[config.mk]
export PLATFORM = sky130hd
export DESIGN_NAME = display_shift_out
export DESIGN_NICKNAME = d
export VERILOG_FILES = /design/src/rtl/clock_pkg.sv /design/src/rtl/bcd_to_7seg.sv /design/src/rtl/display_shift_out.sv
export SDC_FILE = /design/constraint.sdc
export NUM_CORES = 1
export LEC_CHECK = 0
export CAP_MARGIN = 5
export CORE_ASPECT_RATIO = 1.5
export CORE_UTILIZATION = 59
export DETAILED_ROUTE_END_ITERATION = 8
export PLACE_DENSITY_LB_ADDON = 0.2
export SYNTH_ARGS = -nofsm -noshare
export SYNTH_HDL_FRONTEND = slang
export SYNTH_SLANG_ARGS = --single-unit
[constraint.sdc]
create_clock -name clk -period 2.86 [get_ports clk]
set_clock_uncertainty 0.2 [all_clocks]
set_input_delay 0.715 -clock clk [delete_from_list [all_inputs] [get_ports clk]]
set_output_delay 0.715 -clock clk [all_outputs]
set_load 0.05 [all_outputs]
[src/rtl/clock_pkg.sv]
// Shared constants for the time display path: 7-segment codes, frame
// geometry and the serial transmit FSM state encoding.
package clock_pkg;

    // Segment byte layout is {dp,g,f,e,d,c,b,a}, active-high.
    localparam logic [7:0] SEG_0     = 8'h3F;
    localparam logic [7:0] SEG_1     = 8'h06;
    localparam logic [7:0] SEG_2     = 8'h5B;
    localparam logic [7:0] SEG_3     = 8'h4F;
    localparam logic [7:0] SEG_4     = 8'h66;
    localparam logic [7:0] SEG_5     = 8'h6D;
    localparam logic [7:0] SEG_6     = 8'h7D;
    localparam logic [7:0] SEG_7     = 8'h07;
    localparam logic [7:0] SEG_8     = 8'h7F;
    localparam logic [7:0] SEG_9     = 8'h6F;
    localparam logic [7:0] SEG_DASH  = 8'h40;
    localparam logic [7:0] SEG_BLANK = 8'h00;

    localparam int DIGITS     = 6;
    localparam int FRAME_BITS = 48;

    typedef enum logic [1:0] {
        IDLE,
        SHIFT_LO,
        SHIFT_HI,
        LATCH
    } state_t;

endpackage

[src/rtl/bcd_to_7seg.sv]
// Combinational BCD digit to 7-segment encoder. Non-BCD codes show a dash.
// Kept standalone so a parallel display driver can reuse it.
module bcd_to_7seg
    import clock_pkg::*;
(
    input  logic [3:0] digit,
    input  logic       blank,
    input  logic       dp,
    output logic [7:0] seg
);

    // Digit lookup; blanking overrides the glyph, dp is ORed into bit 7.
    always_comb begin
        seg = SEG_DASH;
        case (digit)
            4'd0: seg = SEG_0;
            4'd1: seg = SEG_1;
            4'd2: seg = SEG_2;
            4'd3: seg = SEG_3;
            4'd4: seg = SEG_4;
            4'd5: seg = SEG_5;
            4'd6: seg = SEG_6;
            4'd7: seg = SEG_7;
            4'd8: seg = SEG_8;
            4'd9: seg = SEG_9;
            default: seg = SEG_DASH;
        endcase
        if (blank) seg = SEG_BLANK;
        seg[7] = dp;
    end

endmodule

[src/rtl/display_shift_out.sv]
// Serial transmit side of the time display. Snapshots six BCD digits and pm
// on start, encodes them to 7-segment and shifts a 48-bit frame MSB first
// into a 595-style driver chain, then pulses the storage latch.
module display_shift_out
    import clock_pkg::*;
#(
    parameter int CLK_DIV       = 2,
    parameter int LATCH_CYCLES  = 2,
    parameter int BLANK_LEADING = 1,
    parameter int COMMON_ANODE  = 0
) (
    input  logic       clk,
    input  logic       reset,
    input  logic       start,
    input  logic       pm,
    input  logic [3:0] hours_msd,
    input  logic [3:0] hours_lsd,
    input  logic [3:0] minutes_msd,
    input  logic [3:0] minutes_lsd,
    input  logic [3:0] seconds_msd,
    input  logic [3:0] seconds_lsd,
    output logic       busy,
    output logic       done,
    output logic       serial_data,
    output logic       serial_clk,
    output logic       serial_latch
);

    localparam int DIV_MAX = (CLK_DIV > LATCH_CYCLES) ? CLK_DIV : LATCH_CYCLES;
    localparam int CW      = $clog2(DIV_MAX + 1);
    localparam logic [CW-1:0] DIV_LOAD   = CW'(CLK_DIV - 1);
    localparam logic [CW-1:0] LATCH_LOAD = CW'(LATCH_CYCLES - 1);
    localparam logic [5:0]    TOP_BIT    = 6'(FRAME_BITS - 1);

    // Index 5 is the leftmost digit (hours_msd) so it lands in the frame MSBs.
    logic [DIGITS-1:0][3:0] digits;
    logic [DIGITS-1:0]      blank_sel;
    logic [DIGITS-1:0]      dp_sel;
    logic [DIGITS-1:0][7:0] seg;
    logic [FRAME_BITS-1:0]  frame_enc;

    assign digits    = {hours_msd, hours_lsd, minutes_msd, minutes_lsd, seconds_msd, seconds_lsd};
    assign blank_sel = {((BLANK_LEADING != 0) && (hours_msd == 4'd0)), 5'b0};
    assign dp_sel    = {5'b0, pm};

    for (genvar g = 0; g < DIGITS; g++) begin : g_enc
        bcd_to_7seg u_enc (
            .digit (digits[g]),
            .blank (blank_sel[g]),
            .dp    (dp_sel[g]),
            .seg   (seg[g])
        );
    end

    assign frame_enc = (COMMON_ANODE != 0) ? ~seg : seg;

    state_t                state;
    logic [CW-1:0]         div_cnt;
    logic [5:0]            bit_idx;
    logic [FRAME_BITS-1:0] shreg;

    // Transmit FSM: capture, half-period timing, bit stepping and latch strobe.
    always_ff @(posedge clk) begin
        if (reset) begin
            state        <= IDLE;
            busy         <= 1'b0;
            done         <= 1'b0;
            serial_data  <= 1'b0;
            serial_clk   <= 1'b0;
            serial_latch <= 1'b0;
            div_cnt      <= '0;
            bit_idx      <= '0;
            shreg        <= '0;
        end else begin
            done <= 1'b0;
            case (state)
                IDLE: begin
                    if (start) begin
                        shreg       <= frame_enc;
                        serial_data <= frame_enc[FRAME_BITS-1];
                        serial_clk  <= 1'b0;
                        bit_idx     <= TOP_BIT;
                        div_cnt     <= DIV_LOAD;
                        busy        <= 1'b1;
                        state       <= SHIFT_LO;
                    end
                end
                SHIFT_LO: begin
                    if (div_cnt == '0) begin
                        serial_clk <= 1'b1;
                        div_cnt    <= DIV_LOAD;
                        state      <= SHIFT_HI;
                    end else begin
                        div_cnt <= div_cnt - 1'b1;
                    end
                end
                SHIFT_HI: begin
                    if (div_cnt == '0) begin
                        serial_clk <= 1'b0;
                        if (bit_idx == 6'd0) begin
                            serial_latch <= 1'b1;
                            div_cnt      <= LATCH_LOAD;
                            state        <= LATCH;
                        end else begin
                            // Next bit appears on the falling shift clock so it
                            // is stable for a full low+high period.
                            bit_idx     <= bit_idx - 6'd1;
                            shreg       <= {shreg[FRAME_BITS-2:0], 1'b0};
                            serial_data <= shreg[FRAME_BITS-2];
                            div_cnt     <= DIV_LOAD;
                            state       <= SHIFT_LO;
                        end
                    end else begin
                        div_cnt <= div_cnt - 1'b1;
                    end
                end
                LATCH: begin
                    if (div_cnt == '0) begin
                        serial_latch <= 1'b0;
                        busy         <= 1'b0;
                        done         <= 1'b1;
                        state        <= IDLE;
                    end else begin
                        div_cnt <= div_cnt - 1'b1;
                    end
                end
                default: state <= IDLE;
            endcase
        end
    end

endmodule
Word-level counts from Yosys, hierarchy flattened
Memories as Yosys holds them, arrays and structs flattened.
Cells that the tools add are included.
{ "totals": {"ff_bits": 62, "mem_bits_ro": 672, "input_bits": 28, "out_inout_bits": 5, "word_cells": 75, "mem_count": 6} }
{ "op_classes": {"add_sub_neg": 2, "eq_ne": 10, "mux": 31, "bitwise": 1, "reduce_logical": 16} }
{ "mem_list": {"columns": ["memory", "depth", "width", "rd", "rd_ports_with_merged_regs", "write_ports", "line", "text"], "rows": [
  ["(name not given)", 16, 7, 1, 0, 0, "bcd_to_7seg.sv:15", "case (digit)"],
  ["(name not given)", 16, 7, 1, 0, 0, "bcd_to_7seg.sv:15", null],
  ["(name not given)", 16, 7, 1, 0, 0, "bcd_to_7seg.sv:15", null],
  ["(name not given)", 16, 7, 1, 0, 0, "bcd_to_7seg.sv:15", null],
  ["(name not given)", 16, 7, 1, 0, 0, "bcd_to_7seg.sv:15", null],
  ["(name not given)", 16, 7, 1, 0, 0, "bcd_to_7seg.sv:15", null]
]} }
{ "op_table": {"columns": ["cell", "n"], "rows": [
  ["two-way mux 47 bit", 3],
  ["one-hot mux 47 bit (2 select lines)", 1],
  ["two-way mux 6 bit", 3],
  ["AND reduction 4 bit", 4],
  ["two-way mux 2 bit", 7],
  ["inequality test 2 bit (second input constant)", 7],
  ["one-hot mux 6 bit (2 select lines)", 1],
  ["two-way mux 1 bit", 9],
  ["one-hot mux 2 bit (4 select lines)", 1],
  ["two-way mux 7 bit", 1],
  ["zero test 6 bit", 1],
  ["one-hot mux 1 bit (2 select lines)", 3],
  ["one-hot mux 2 bit (3 select lines)", 1],
  ["nonzero test 2 bit", 3],
  ["subtractor 6 x 1 -> 6 bit (second input constant)", 1],
  ["equality test 2 bit (second input constant)", 2],
  ["zero test 2 bit", 2],
  ["zero test 4 bit", 1],
  ["OR reduction 2 bit", 2],
  ["one-hot mux 1 bit (3 select lines)", 1],
  ["AND reduction 3 bit", 1],
  ["nonzero test 3 bit", 1],
  ["equality test 2 x 1 -> 1 bit (second input constant)", 1],
  ["AND reduction 2 bit", 1],
  ["2 further kinds", 2]
]} }

Depth between registers and ports, before layout
{ "depth": {"word_depth": 4, "depth_mapped": 10, "ltp_nobuf": 7} }

Modules after synthesis
A second synthesis with hierarchy kept.
{ "unflattened": {"cells_unflattened": 532, "hier_area_um2": 4335.4} }
{ "by_module_without_submodules": {"columns": ["module", "n_inst", "cells_each", "area_each_um2", "seq_area_each_um2"], "rows": [
  ["display_shift_out", 1, 323, 3024.2, 1241.2],
  ["bcd_to_7seg (g_enc[0].u_enc ...)", 5, 35, 217.7, 0.0],
  ["bcd_to_7seg (g_enc[1].u_enc)", 1, 34, 222.7, 0.0]
]} }

Worst setup path before layout
No wires, ideal clock.
{ "synth_path": {"kind": "flip-flop to flip-flop", "from": "register state[1]", "to": "register shreg[44]", "t_arrival_ns": 1.824, "required_ns": 2.532, "path_slack_ns": 0.708, "stages_incl_launch_ff": 10, "n_path_buf": 2, "synth_period_minus_slack_ns": 2.152, "path_cell_list": "dfxtp_1 > inv_1 > ha_1 > clkbuf_2 > nand2b_2 > o21ai_2 > a211o_2 > buf_4 > a222oi_1 > nor2_1"} }
{ "synth_via": {"elab_chain_len": 3} }
{ "synth_lines": {"columns": ["element", "line", "text"], "rows": [
  ["start: declaration", "display_shift_out.sv:57", "state_t state;"],
  ["start signal: assignment", "display_shift_out.sv:65", "state <= IDLE;"],
  ["start signal: assignment", "display_shift_out.sv:85", "state <= SHIFT_LO;"],
  ["start signal: assignment", "display_shift_out.sv:92", "state <= SHIFT_HI;"],
  ["equality test 2 bit / zero test 2 bit (equally long branches)", "display_shift_out.sv:76", "case (state)"],
  ["inequality test 2 bit (no source line) / nonzero test 2 bit (equally long branches)", null, null],
  ["AND reduction 4 bit (no source line)", null, null],
  ["end signal: assignment", "display_shift_out.sv:79", "shreg <= frame_enc;"],
  ["end signal: assignment", "display_shift_out.sv:108", "shreg <= {shreg[FRAME_BITS-2:0], 1'b0};"],
  ["end: declaration", "display_shift_out.sv:60", "logic [FRAME_BITS-1:0] shreg;"]
]} }
Parallel ways exist; a longest one is shown, timed or not.
A chain may end at the register's enable or synchronous reset.

Worst setup path after layout
{ "layout_path": {"from": "register busy", "to": "output port busy"} }
{ "layout_rtl": {"columns": ["element", "line", "text"], "rows": [
  ["start: declaration", "display_shift_out.sv:22", "output logic busy,"],
  ["start signal: assignment", "display_shift_out.sv:66", "busy <= 1'b0;"],
  ["start signal: assignment", "display_shift_out.sv:84", "busy <= 1'b1;"],
  ["start signal: assignment", "display_shift_out.sv:120", "busy <= 1'b0;"]
]} }
No word-level cell between the ends.

==> impl_results.md <==
* Post-synth EDFFs at 0
* Post-synthesis compound-gate area fraction at 0.213
* First-pass GRT wire length at 14100 um
* Post-Synth Adder-Cell Area at 0.139
* Max-Cap Viols at 0
* Post-synthesis sequential area ratio at 0.313
* TNS Setup at 0 ns
* Worst-path clk slew at 0.07 ns
* Vias in the first global route at 3244
* RSZ-0062 raised after global routing: false
* Vias/cell at 5.91
* Startpoint Class: flop
* Root buf cell: clkbuf_8
* Post-synthesis register bit count at 62
* Maximum VDD drop at 0.684 mV
* Largest family of logic cells by synthesized area: simple AND/OR/NAND/NOR gates
* Slowest cell on crit path: clkdlybuf4s50_1
* Worst Setup End Kind: output pin
* Outcome: completed
* Final wirelength at 8750 um
* Die Ht at 102 um
* Final Max Tran Viols at 0
* DP HPWL at 6240 um
* Routability cong. at 0.863
* CTS tree: done
* TritonCTS Buffers at 9
* Final core occ at 0.693
* Ports at 33
* Worst Path Required at 1.95 ns
* CP delay by family, top: buffers and inverters
* Hold Crit Start: shreg[0]
* Syn_nets at 559
* Crit path largest cell delay at 0.81 ns
* Vias at 3515
* Clock Latency Late Sink at 0.35 ns
* Share of the synthesized area in the top cell type at 0.313
* Final hold vios at 0
* CORE AREA at 6490 um2
* Cells after Synth at 487
* H-tree levels at 3
* CP Max Fanout at 3
* Clk sinks at 62
* Setup crit start: busy
* Worst slew pin tran at 0.570 ns
* Port bufs at 32
* Initial core utilization at 0.611
* Post-synthesis cell type count at 55
* Drt first-iter violations at 201
* # nets final at 586
* Die width at 68.9 um
* Hold_buf cts at 0
* Bufs and invs on worst path at 1
* P per Cell Area at 896 nW/um2
* Warnings from Yosys at 0
* Detail Route Antenna Nets at 0
* Ant diodes at 0
* Routed WL per cell at 14.7 um
* Slew headroom at 0.620
* Synth Area in XOR/XNOR at 0
* Ranking of synthesized cells by area: dfxtp_1 31%, ha_1 14%, nor2_1 6.6%, a21oi_1 6.6%, nor4_2 3.8%
* Share of post-route cells with drive strength above 1 at 0.108
* Largest net degree at the start of global routing at 43
* Count leader, synth: nor2_1
* Async SR Flop Fraction at 0
* Antenna violations before repair at 0
* Crit path kind: flop to output pin
* Netlist Area Pre-Place at 3970 um2
* Setup bufs post-CTS at 0
* Synth Area in Simple Gates at 0.229
* Most frequent cells after synthesis: 70 x nor2_1, 62 x dfxtp_1, 52 x a21oi_1
* Multiplexer area fraction after synthesis at 0.0205
* CTS resizes at 0
* Data arrival time of the critical path at 1.52 ns
* GR Overflow Total at 0
* Router iterations before antenna repair at 5
* Die area at 7060 um2
* R2R Path Start: bit_idx[0]
* DR DRC count at 0
* CTS Buffer Depth at 2
* Primary FF master, synth: dfxtp_1
* Max Clk Rate at 0.411 GHz
* Std-Cell Rows at 36
* Worst min-delay path class: flop to flop
* Layout area overhead at 13.4%
* Syn_area_per_cell at 8.14 um2
* Fin crit period at 2.43 ns
* LEAKAGE at 0.00190 uW
* CP cell instances: clkdlybuf4s50_1
* Final setup fails at 0
* Yosys top cell by area: dfxtp_1
* Total global-route track usage at 0.266
* Tcrit/Tclk final at 0.851
[stage by stage]
step                      area (um2)  power [uW]  std cells  setup WS [ns]  hold slack [ns]
after floorplan                 3970        2840        487          0.708            0.227
after global placement          4290        3160        579          0.194            0.237
after detailed placement        4290        3230        579         0.0982            0.241
after CTS                       4500        4040        595          0.409            0.258
after global routing            4500        4320        595          0.291            0.272
final                           4500        4030        595          0.426            0.255
[state kept, by name, indices dropped and copies added (netlist names)]
register / flops
serial_latch: 1
shreg: 47
serial_clk: 1
div_cnt: 2
busy: 1
state: 2
bit_idx: 6
done: 1
serial_data: 1
[where the power goes]
| part | switching, uW | leakage (uW) | internal, uW | total [uW] |
|---|---|---|---|---|
| Combinational | 1120 | 0.00129 | 722 | 1850 |
| Clock | 375 | 0.000103 | 430 | 805 |
| Sequential | 192 | 0.000511 | 1190 | 1380 |
[layer usage]
layer	GRT usage	wire [um]	vias to the layer above
li1	-	-	1768
met1	0.307	3770	1668
met2	0.457	4520	67
met3	0.0603	300	12
met4	0.111	157	0
met5	0	0	-
[layout make-up]
class                      count  area [um2]
clock buffer                  10         138
clock inverter                 6        68.8
fill                         548        1990
inverter                      33         124
multi-input combinational    360        2380
sequential                    62        1240
tap                           76        95.1
timing repair buffer          48         448
[worst paths after layout]
check	slack, ns	cells past startpoint	end
hold / removal	0.26	2	shreg[0]
setup / recovery	0.43	1	busy
hold reg to reg	0.26	2	shreg[0]
setup reg to reg	0.43	8	shreg[17]
[worst reg2reg max path, delay by kind of cell, from the launching register on]
| family | cells | cell delay [ns] |
|---|---|---|
| fa+ha+maj | 1 | 0.14 |
| buf+inv | 2 | 0.36 |
| flops | 1 | 0.36 |
| simple gates | 5 | 1.25 |
[logic make-up (layout without fill, tap and decap cells)]
group | Yosys count | count (layout)
AO/OA/AOI/OAI | 130 | 130
buffers and inverters | 65 | 97
flip-flops | 62 | 62
adder cells (fa/ha/maj) | 44 | 44
AND/OR/NAND/NOR | 178 | 178
multiplexers | 8 | 8
[cells in the final DEF, fill, tap and decap left out, types with 3 or more instances in the layout]
cell type	n
clkdlybuf4s50_1	31
nor4_1	5
nor2b_1	3
clkbuf_8	10
a21oi_1	52
a211oi_1	3
o21ai_0	20
buf_4	15
nor3_1	23
o22ai_1	10
nor2_1	70
a31oi_1	4
a221o_1	7
inv_1	32
o41ai_1	3
nand2_1	32
or3_1	3
nor4_2	12
mux2i_1	7
a311oi_1	3
ha_1	44
o221ai_1	3
o211ai_1	10
nand3_1	15
dfxtp_1	62
nand2b_1	7
No activity file was read; power rests on OpenSTA's default activity.
